==> src/rtl/button_input.sv <==
// Pushbutton front end: synchronizer, debouncer, press/release/long-press
// strobes and a wrapping press counter.
module button_input #(
    parameter logic [15:0] DEBOUNCE_CYCLES   = 16'd50000,
    parameter logic [31:0] LONG_PRESS_CYCLES = 32'd25000000
) (
    input  logic       input_clk,
    input  logic       reset,
    input  logic       btn_n,
    output logic       btn_level,
    output logic       press_pulse,
    output logic       release_pulse,
    output logic       long_pulse,
    output logic [7:0] press_count
);

    typedef enum logic [1:0] {
        IDLE    = 2'd0,
        PRESSED = 2'd1,
        LONG    = 2'd2
    } state_t;

    logic        sync1;
    logic        sync2;
    logic        s;
    logic [15:0] db_cnt;
    logic        db_hit;
    logic        press_acc;
    logic        rel_acc;
    logic [31:0] hold_cnt;
    logic        long_fire;
    state_t      state;
    state_t      state_next;

    // Synchronizer idles at 1 so a held button is never seen during reset.
    always_ff @(posedge input_clk) begin
        if (reset) begin
            sync1 <= 1'b1;
            sync2 <= 1'b1;
        end else begin
            sync1 <= btn_n;
            sync2 <= sync1;
        end
    end

    assign s         = ~sync2;
    assign db_hit    = (s != btn_level) &&
                       (db_cnt == DEBOUNCE_CYCLES - 16'd1);
    assign press_acc = db_hit & ~btn_level;
    assign rel_acc   = db_hit & btn_level;

    always_ff @(posedge input_clk) begin
        if (reset) begin
            db_cnt        <= '0;
            btn_level     <= 1'b0;
            press_pulse   <= 1'b0;
            release_pulse <= 1'b0;
            press_count   <= '0;
        end else begin
            press_pulse   <= press_acc;
            release_pulse <= rel_acc;
            if (s == btn_level || db_hit) begin
                db_cnt <= '0;
            end else begin
                db_cnt <= db_cnt + 16'd1;
            end
            if (db_hit) begin
                btn_level <= ~btn_level;
            end
            if (press_acc) begin
                press_count <= press_count + 8'd1;
            end
        end
    end

    // A release on the long-fire cycle takes priority over the long strobe.
    always_comb begin
        state_next = state;
        long_fire  = 1'b0;
        unique case (state)
            IDLE: begin
                if (press_acc) begin
                    state_next = PRESSED;
                end
            end
            PRESSED: begin
                if (rel_acc) begin
                    state_next = IDLE;
                end else if (hold_cnt == LONG_PRESS_CYCLES - 32'd1) begin
                    long_fire  = 1'b1;
                    state_next = LONG;
                end
            end
            LONG: begin
                if (rel_acc) begin
                    state_next = IDLE;
                end
            end
            default: begin
                state_next = IDLE;
            end
        endcase
    end

    always_ff @(posedge input_clk) begin
        if (reset) begin
            state      <= IDLE;
            hold_cnt   <= '0;
            long_pulse <= 1'b0;
        end else begin
            state      <= state_next;
            long_pulse <= long_fire;
            if (press_acc) begin
                hold_cnt <= '0;
            end else if (state == PRESSED) begin
                hold_cnt <= hold_cnt + 32'd1;
            end
        end
    end

endmodule

==> config.mk <==
export PLATFORM = sky130hd
export DESIGN_NAME = button_input
export DESIGN_NICKNAME = d
export VERILOG_FILES = /design/src/rtl/button_input.sv
export SDC_FILE = /design/constraint.sdc
export NUM_CORES = 1
export LEC_CHECK = 0
export BUFFER_PORTS_ARGS = -buffer_cell sky130_fd_sc_hd__buf_4
export CAP_MARGIN = 10
export CORE_ASPECT_RATIO = 0.9
export CORE_UTILIZATION = 60
export DETAILED_ROUTE_END_ITERATION = 8
export PLACE_DENSITY = 0.85
export RECOVER_POWER = 25
export SLEW_MARGIN = 5
export SYNTH_ARGS = -nofsm -noshare
export SYNTH_HDL_FRONTEND = slang
export SYNTH_SLANG_ARGS = --single-unit
==> constraint.sdc <==
create_clock -name input_clk -period 1.9 [get_ports input_clk]
set_input_delay 0.38 -clock input_clk [delete_from_list [all_inputs] [get_ports input_clk]]
set_output_delay 0.38 -clock input_clk [all_outputs]
set_load 0.02 [all_outputs]
==> results of run 1 <==
## through the flow
stage	util	std cells	total power, mW	worst slack (ns)	instance area (um2)
CTS	0.718	412	2.35	0.0288	3240
global route	0.709	412	2.42	0.0158	3210
floorplan	-	323	1.40	0.250	2880
detailed placement	0.684	397	1.41	0.0710	3090
finish	0.709	412	2.32	0.138	3210
global placement	0.684	397	1.41	0.143	3090
## per-layer routing
layer / vias to the layer above / global-route usage
li1: 1158 / -
met1: 1035 / 0.268
met2: 34 / 0.396
met3: 10 / 0.101
met4: 0 / 0.0920
met5: - / 0
## power by group through the flow
stage	Combinational [mW]	Clock (mW)	Sequential, mW
2_1_floorplan	0.0198	0	1.38
3_3_place_gp	0.0331	0	1.38
3_5_place_dp	0.0331	0	1.38
4_1_cts	0.0332	0.969	1.35
5_1_grt	0.0365	1.04	1.34
6_report	0.0332	0.943	1.35
## cell families after synthesis
group | count (synthesis)
flops | 64
buf+inv | 21
xor+xnor | 46
fa+ha+maj | 3
mux | 2
compound gates | 17
simple gates | 170
## layout make-up
| class | count | area, um2 |
|---|---|---|
| timing repair buffer | 22 | 130 |
| inverter | 11 | 41.3 |
| multi-input combinational | 238 | 1520 |
| tap | 62 | 77.6 |
| sequential | 64 | 1280 |
| clock buffer | 11 | 131 |
| clock inverter | 4 | 22.5 |
| fill | 374 | 1310 |
## sequential cells by signal, summed over array words and instances, names as in the netlist
name / flops
press_count: 8
press_pulse: 1
sync1: 1
release_pulse: 1
long_pulse: 1
hold_cnt: 32
state: 2
sync2: 1
btn_level: 1
db_cnt: 16
## cells in the mapped netlist, drive strengths merged (6+ instances only)
cell type	number
a21oi	6
and3	7
buf	8
dfxtp	64
inv	10
nand2	17
nand3	23
nand4	13
nor2	64
nor4	15
or3	7
xnor2	30
xor2	16
## placed cells by master, fill, tap and decap left out, types with 10 or more instances in the layout
cell type,netlist,routed
nor4_2,10,10
nor2_1,64,64
nand3_1,22,21
xor2_1,16,16
xnor2_1,30,30
nand4_1,11,11
clkbuf_1,2,14
inv_1,10,10
dfxtp_1,64,64
nand2_1,17,17
## how the worst max path moves through the flow
stage	from	endpoint	slack, ns
4_1_cts	hold_cnt[18]$_SDFFE_PP0P_	state[0]$_SDFFE_PP0P_	0.03
6_report	db_cnt[0]$_SDFF_PP0_	press_count[5]$_SDFFE_PP0P_	0.14
2_1_floorplan	db_cnt[11]$_SDFF_PP0_	press_count[5]$_SDFFE_PP0P_	0.25
5_1_grt	db_cnt[0]$_SDFF_PP0_	db_cnt[14]$_SDFF_PP0_	0.02
3_3_place_gp	hold_cnt[18]$_SDFFE_PP0P_	state[0]$_SDFFE_PP0P_	0.14
3_5_place_dp	hold_cnt[18]$_SDFFE_PP0P_	state[0]$_SDFFE_PP0P_	0.07
==> metrics.yaml, run 1 <==
synth_warnings: 0
grt_usage: 0.238
whs_path_depth: 2
vias: 2237
synth_edf_count: 0
cp_top_family: "simple AND/OR/NAND/NOR gates"
place_hpwl_um: 3590
synth_seq_cells: 64
ff2ff_path_depth: 5
synthesis.nets: 329
ys_async_sr_fraction: 0
drcViolationCount: 0
clk_path_buf_depth: 2
die_w_um: 75.1
tritoncts: "yes"
ir_drop_uv: 605
area_growth_pct: 11.2
dr.pass1.iters: 4
synth_top_cell_by_area: "dfxtp_1"
highest_layer: "met4"
first_global_vias: 2084
synth_top_family_by_area: "simple AND/OR/NAND/NOR gates"
r2r_slack_ns: 0.14
rsz0062_at_grt: "no"
synthTopCellsByArea: "dfxtp_1 44%, xnor2_1 9.1%, nor2_1 8.3%, xor2_1 4.9%, nor4_2 4.3%"
grt_max_degree: 32
period_share: 0.928
skew_ns: 0.00726
synth_flop_cell: "dfxtp_1"
r2r-end: "press_count[5]$_SDFFE_PP0P_"
crit_slowest_cell: "or4_1"
drt_iter0_markers: 101
netlist-cell-type-count: 38
critical_path_class: "reg -> reg"
routed-wl-met2_um: 2530
ctsResizeCount: 0
clk_pin_slew_ns: 0.07
io_buffers: 14
row_count: 23
min_path_type: "in -> reg"
wl_per_cell_um: 12.8
synth_top_area_share: 0.445
clkPwrFrac: 0.406
cts_buffers: 9
worstHoldStart: "btn_n"
crit_buf_inv: 0
layout-drive-gt1-share: 0.117
setup_viol: 0
crit_cells: 5
vias_per_cell: 5.43
status: "finished, final reports clean"
critical_path.max_fanout: 7
crit_chain: "ha_1, and3_1, nand3_4, or4_1, a21oi_1"
layout.nets: 352
fin_setup_tns_ns: 0
slew_violations: 0
required_ns: 2.17
synth_area_um2: 2880
slowest_delay_ns: 0.52
relSlewSlack: 0.693
cts_post_setup_buffers_inserted: 0
holdWs_ns: 0.222
die_area_um2: 5080
p_per_area_nw_per_um2: 724
start_util: 0.638
ios: 15
max_freq_mhz: 567
hold_buffers: 0
wl_um: 5260
end_kind: "register"
die_h_um: 67.7
h-tree-depth: 3
intPower_mw: 1.81
gp_congestion: 0.793
synth_adder_area_share: 0.0130
clk_latency_ns: 0.34
cap_violations: 0
synth_mux_area_frac: 0.00695
worst_setup_path_start_kind: "register"
met3WireLength_um: 204
worstMarginPinSlew_ns: 0.457
seqPwrFrac: 0.580
worst_hold_path.endpoint: "sync1$_SDFF_PP1_"
diodes: 0
synth_compound_area_frac: 0.0352
yosys.area_share.simple: 0.330
swShare: 0.219
numClockSinks: 64
r2r_start: "db_cnt[0]$_SDFF_PP0_"
antenna_found_initial: 0
wl_met1_um: 2440
synthXorXnorAreaFrac: 0.140
hold_viol: 0
arrival_ns: 2.04
fin_crit_ns: 1.76
grt_pass1_wl_um: 8870
avgSynthCellArea_um2: 8.92
fp.coreArea_um2: 4520
power_frac_comb: 0.014
synth_cells: 323
postRouteAntennaNets: 0
power_switching_uw: 508
cts-root-buf: "clkbuf_8"
yosysSeqAreaShare: 0.445
p_leak_nw: 1.05
gr-total-overflow: 0
No activity file was read; power rests on OpenSTA's default activity.
==> run 2, diff against run 1 <==
--- a/config.mk
+++ b/config.mk
@@ -8,9 +8,9 @@
 export BUFFER_PORTS_ARGS = -buffer_cell sky130_fd_sc_hd__buf_4
 export CAP_MARGIN = 10
 export CORE_ASPECT_RATIO = 0.9
-export CORE_UTILIZATION = 60
+export CORE_UTILIZATION = 50
 export DETAILED_ROUTE_END_ITERATION = 8
-export PLACE_DENSITY = 0.85
+export PLACE_DENSITY = 0.74
 export RECOVER_POWER = 25
 export SLEW_MARGIN = 5
 export SYNTH_ARGS = -nofsm -noshare
==> run 2 against run 1 <==
Power grew 8.7%. Register-to-register slack lost 0.02 ns. Final cell count grew 1.7%. Die area grew 19%. Combinational power shrank 4%. Utilization shrank 11 points. Global-route usage shrank 4.5 points. Via count shrank 0.63%. Sequential power is essentially flat. Critical path type unchanged. Highest routed layer unchanged.
==> metrics.yaml, run 2 (synthesis gave the netlist of run 1 again) <==
wl_um: 5110
start_util: 0.532
r2r-end: "press_count[5]$_SDFFE_PP0P_"
row_count: 25
setup_viol: 0
cts_post_setup_buffers_inserted: 0
worst_setup_path_start_kind: "register"
fp.coreArea_um2: 5410
fin_setup_tns_ns: 0
layout_common_cells: "64 x nor2_1, 64 x dfxtp_1, 30 x xnor2_1"
worstHoldStart: "btn_n"
drt_iter0_markers: 83
worstMarginPinSlew_ns: 0.688
cap_violations: 0
vias_per_cell: 5.31
dr.pass1.iters: 4
first_global_vias: 2039
r2r_start: "db_cnt[11]$_SDFF_PP0_"
hold_viol: 0
cts_buffers: 9
place_hpwl_um: 3580
cts-root-buf: "clkbuf_8"
antenna_found_initial: 0
clk_pin_slew_ns: 0.07
ff2ff_path_depth: 5
period_share: 0.938
critical_path_class: "reg -> reg"
tritoncts: "yes"
seqPwrFrac: 0.533
intPower_mw: 1.99
gr-total-overflow: 0
gp_congestion: 0.748
ios: 15
clkPwrFrac: 0.454
layout-drive-gt1-share: 0.119
grt_usage: 0.192
end_kind: "register"
ir_drop_uv: 552
r2r_slack_ns: 0.12
vias: 2223
critical_path.max_fanout: 7
h-tree-depth: 3
power_switching_uw: 532
max_freq_mhz: 561
required_ns: 2.17
rsz0062_at_grt: "no"
postRouteAntennaNets: 0
fin_crit_ns: 1.78
num-fill-cells: 497
numClockSinks: 64
drcViolationCount: 0
wl_per_cell_um: 12.2
layout.nets: 353
power_frac_comb: 0.013
die_h_um: 74.0
io_buffers: 14
largest_reg_flops: 32
diodes: 0
holdWs_ns: 0.226
swShare: 0.211
slew_violations: 0
arrival_ns: 2.05
clk_latency_ns: 0.34
fin_util: 0.601
p_leak_nw: 1.07
skew_ns: 0.00999
area_growth_pct: 12.9
worst_hold_path.endpoint: "sync1$_SDFF_PP1_"
status: "finished, final reports clean"
biggestRegsByFlops: "hold_cnt x32, db_cnt x16, press_count x8"
die_w_um: 82.0
relSlewSlack: 0.541
grt_pass1_wl_um: 8870
grt_max_degree: 32
p_per_area_nw_per_um2: 775
whs_path_depth: 2
clk_path_buf_depth: 2
largest-register: "hold_cnt"
min_path_type: "in -> reg"
die_area_um2: 6070
==> run 2: cell types whose count changed in the layout (fill, tap and decap cells not counted), sizes merged <==
cell and delta:
bufinv +1, clkbuf +1
==> run 2: layer usage <==
metal  vias to the layer above  GRT usage  wire (um)
met4                         0     0.0526         43
met1                      1020      0.243       2520
met3                         5     0.0761        213
met2                        40      0.305       2330
met5                         -          0          0
li1                       1158          -          -
==> run 2: cell type report <==
class | count | area, um2 | share of cell area
Multi-Input combinational cell | 238 | 1520 | 0.466
Sequential cell | 64 | 1280 | 0.394
Clock buffer | 11 | 141 | 0.0434
Timing Repair Buffer | 23 | 134 | 0.0411
Tap cell | 67 | 83.8 | 0.0258
Clock inverter | 5 | 56.3 | 0.0173
Inverter | 11 | 41.3 | 0.0127
==> run 2: how the worst max path moves through the flow <==
stage / start / cells past startpoint / end
global route: db_cnt[0]$_SDFF_PP0_ / 5 / db_cnt[14]$_SDFF_PP0_
floorplan: db_cnt[11]$_SDFF_PP0_ / 5 / press_count[5]$_SDFFE_PP0P_
global placement: hold_cnt[18]$_SDFFE_PP0P_ / 5 / state[0]$_SDFFE_PP0P_
detailed placement: hold_cnt[18]$_SDFFE_PP0P_ / 5 / state[0]$_SDFFE_PP0P_
CTS: hold_cnt[18]$_SDFFE_PP0P_ / 5 / state[0]$_SDFFE_PP0P_
finish: db_cnt[11]$_SDFF_PP0_ / 5 / press_count[5]$_SDFFE_PP0P_
==> run 2: power by group through the flow <==
stage / sequential, mW / clock (mW) / combinational, mW
2_1_floorplan: 1.38 / 0 / 0.0198
3_3_place_gp: 1.38 / 0 / 0.0335
3_5_place_dp: 1.38 / 0 / 0.0340
4_1_cts: 1.34 / 1.19 / 0.0340
5_1_grt: 1.34 / 1.24 / 0.0357
6_report: 1.34 / 1.15 / 0.0319
==> run 2: critical path: stages (launching register included) <==
cell and delay (ns):
dfxtp_1 0.34, nor4_2 0.31, and3_4 0.28, nand3_4 0.11, or4_1 0.52, a21oi_1 0.14
==> run 2: metrics by stage <==
| step | instances | power (mW) | instance area, um2 | worst slack [ns] |
|---|---|---|---|---|
| after floorplan | 323 | 1.40 | 2880 | 0.250 |
| after global placement | 403 | 1.41 | 3100 | 0.124 |
| after detailed placement | 403 | 1.41 | 3100 | 0.0643 |
| after CTS | 419 | 2.57 | 3300 | 0.0364 |
| after global routing | 419 | 2.62 | 3250 | 0.0182 |
| final | 419 | 2.52 | 3250 | 0.118 |
==> run 2: repair_timing <==
| action | 4_1_cts | 5_1_grt |
|---|---|---|
| hold buffers | 0 | 0 |
| resized for setup | 0 | 1 |
| setup endpoints to repair | 0 | 6 |
==> run 3, diff against run 2 <==
--- a/config.mk
+++ b/config.mk
@@ -5,12 +5,13 @@
 export SDC_FILE = /design/constraint.sdc
 export NUM_CORES = 1
 export LEC_CHECK = 0
+export ABC_AREA = 1
 export BUFFER_PORTS_ARGS = -buffer_cell sky130_fd_sc_hd__buf_4
 export CAP_MARGIN = 10
 export CORE_ASPECT_RATIO = 0.9
 export CORE_UTILIZATION = 50
 export DETAILED_ROUTE_END_ITERATION = 8
-export PLACE_DENSITY = 0.74
+export PLACE_DENSITY = 0.76
 export RECOVER_POWER = 25
 export SLEW_MARGIN = 5
 export SYNTH_ARGS = -nofsm -noshare
==> run 3 against run 2 <==
Clock skew is 0.0035 ns lower. Clock power is 4% higher. First-iteration DRC count is 83% higher. Global-route usage is 2.9 points higher. Sequential share of layout area is 6.0 points lower. Combinational power is 45% higher. Largest cell class unchanged. Largest power group unchanged. Highest routed layer unchanged.
==> metrics.yaml, run 3 <==
critical_path.max_fanout: 10
synth_warnings: 0
start_util: 0.522
synthesis.nets: 512
synth_area_um2: 3480
synth_top_cell_by_area: "dfxtp_1"
setup_viol: 0
h-tree-depth: 3
ios: 15
grt_pass1_wl_um: 12900
dp.cells: 608
wl_um: 7320
critical_path_class: "reg -> reg"
largest_reg_flops: 32
io_buffers: 14
gp_congestion: 0.921
cts-root-buf: "clkbuf_8"
grt_usage: 0.221
r2r_slack_ns: 0.18
antenna_found_initial: 0
die_area_um2: 7290
synth_commonest_cells: "130 x nand2_1, 88 x nor2_1, 64 x dfxtp_1"
grt_max_degree: 17
largest-register: "hold_cnt"
holdWs_ns: 0.205
netlist-cell-type-count: 35
mostFrequentLayoutCell: "nand2_1"
fin_setup_tns_ns: 0
required_ns: 2.16
synth_cells: 506
fp.coreArea_um2: 6660
fin_crit_ns: 1.72
layout-drive-gt1-share: 0.116
num-fill-cells: 666
first_global_vias: 2960
synth_flop_cell: "dfxtp_1"
max_freq_mhz: 581
place_area_um2: 3690
place_hpwl_um: 5550
layout.nets: 535
biggestRegsByFlops: "hold_cnt x32, db_cnt x16, press_count x8"
finalPower_mw: 2.59
slew_violations: 0
gr-total-overflow: 0
arrival_ns: 1.98
cts_post_setup_buffers_inserted: 0
synth_seq_cells: 64
period_share: 0.906
drt_iter0_markers: 152
postRouteAntennaNets: 0
ctsResizeCount: 0
p_per_area_nw_per_um2: 676
dr.pass1.iters: 4
end_kind: "register"
synth_edf_count: 0
tritoncts: "yes"
die_w_um: 89.9
vias: 3185
dpl_worst_slack_ns: 0.169
worstMarginPinSlew_ns: 0.577
layout_common_cells: "130 x nand2_1, 89 x nor2_1, 64 x dfxtp_1"
fin_util: 0.576
row_count: 28
setup_ws_ns: 0.179
die_h_um: 81.1
worst_setup_path_start_kind: "register"
clk_pin_slew_ns: 0.07
status: "finished, final reports clean"
clk_path_buf_depth: 2
drcViolationCount: 0
synth_top_area_share: 0.368
ir_drop_uv: 457
avgSynthCellArea_um2: 6.87
cts_buffers: 9
min_path_type: "in -> reg"
skew_ns: 0.00654
vias_per_cell: 5.10
synthTopCellsByArea: "dfxtp_1 37%, nand2_1 14%, nor2_1 9.5%, inv_1 6.4%, nand3_1 3.9%"
diodes: 0
hold_buffers: 0
rsz0062_at_grt: "no"
yosysSeqAreaShare: 0.368
yosysMostFrequentCell: "nand2_1"
clk_latency_ns: 0.35
p_leak_nw: 1.50
ys_async_sr_fraction: 0
wl_per_cell_um: 11.7
numClockSinks: 64
area_growth_pct: 10.3
relSlewSlack: 0.615
hold_viol: 0
layout.cells.non_filler: 624
final_area_um2: 3830
cap_violations: 0
## run 3: cell types whose count changed after synthesis, sizes merged, moves of 9 or more
| cell | delta |
|---|---|
| a21oi | +20 |
| nor4 | -15 |
| xnor2 | -24 |
| nand2 | +120 |
| nor2 | +42 |
| nand3 | +9 |
| nor3 | +10 |
| inv | +54 |
## run 3: metal layers
metal / wire [um] / track usage / vias to the layer above / share of wire
met5: 0 / 0 / - / 0
li1: - / - / 1652 / -
met2: 3240 / 0.358 / 65 / 0.44
met3: 270 / 0.0337 / 14 / 0.037
met1: 3650 / 0.290 / 1454 / 0.50
met4: 162 / 0.115 / 0 / 0.022
## run 3: cell families (layout without fill, tap and decap cells)
| logic type | after synthesis | count (layout) | synth area share |
|---|---|---|---|
| AO/OA/AOI/OAI | 33 | 33 | 0.0500 |
| XOR/XNOR | 17 | 17 | 0.0428 |
| adder cells (fa/ha/maj) | 3 | 3 | 0.0108 |
| AND/OR/NAND/NOR | 321 | 321 | 0.449 |
| buffers and inverters | 68 | 96 | 0.0788 |
| flip-flops | 64 | 64 | 0.368 |
## run 3: where the power goes
| group | total [mW] | switching, mW | internal, mW |
|---|---|---|---|
| sequential | 1.35 | 0.00507 | 1.35 |
| clock | 1.20 | 0.557 | 0.639 |
| combinational | 0.0461 | 0.0311 | 0.0149 |
## run 3: worst paths after layout
check / from / endpoint / cells past startpoint
min: btn_n / sync1$_SDFF_PP1_ / 2
max reg2reg: db_cnt[0]$_SDFF_PP0_ / hold_cnt[26]$_SDFFE_PP0P_ / 12
max: db_cnt[0]$_SDFF_PP0_ / hold_cnt[26]$_SDFFE_PP0P_ / 12
min reg2reg: sync1$_SDFF_PP1_ / sync2$_SDFF_PP1_ / 1
## run 3: critical path, cell delays in order (launching register included)
cell	delay (ns)
dfxtp_1	0.36
ha_1	0.17
nand2_1	0.07
inv_1	0.09
nand2_2	0.08
nor2_2	0.15
nand2_2	0.12
inv_2	0.09
nand2_2	0.07
nand2_4	0.16
inv_2	0.12
nand2_1	0.09
nor2_1	0.04
## run 3: layout make-up
cell class | instances | area, um2 | area share
inverter | 64 | 240 | 0.0626
clock buffer | 11 | 141 | 0.0369
multi-input combinational | 374 | 1920 | 0.500
sequential | 64 | 1280 | 0.334
clock inverter | 5 | 56.3 | 0.0147
timing repair buffer | 16 | 83.8 | 0.0219
tap | 90 | 113 | 0.0294
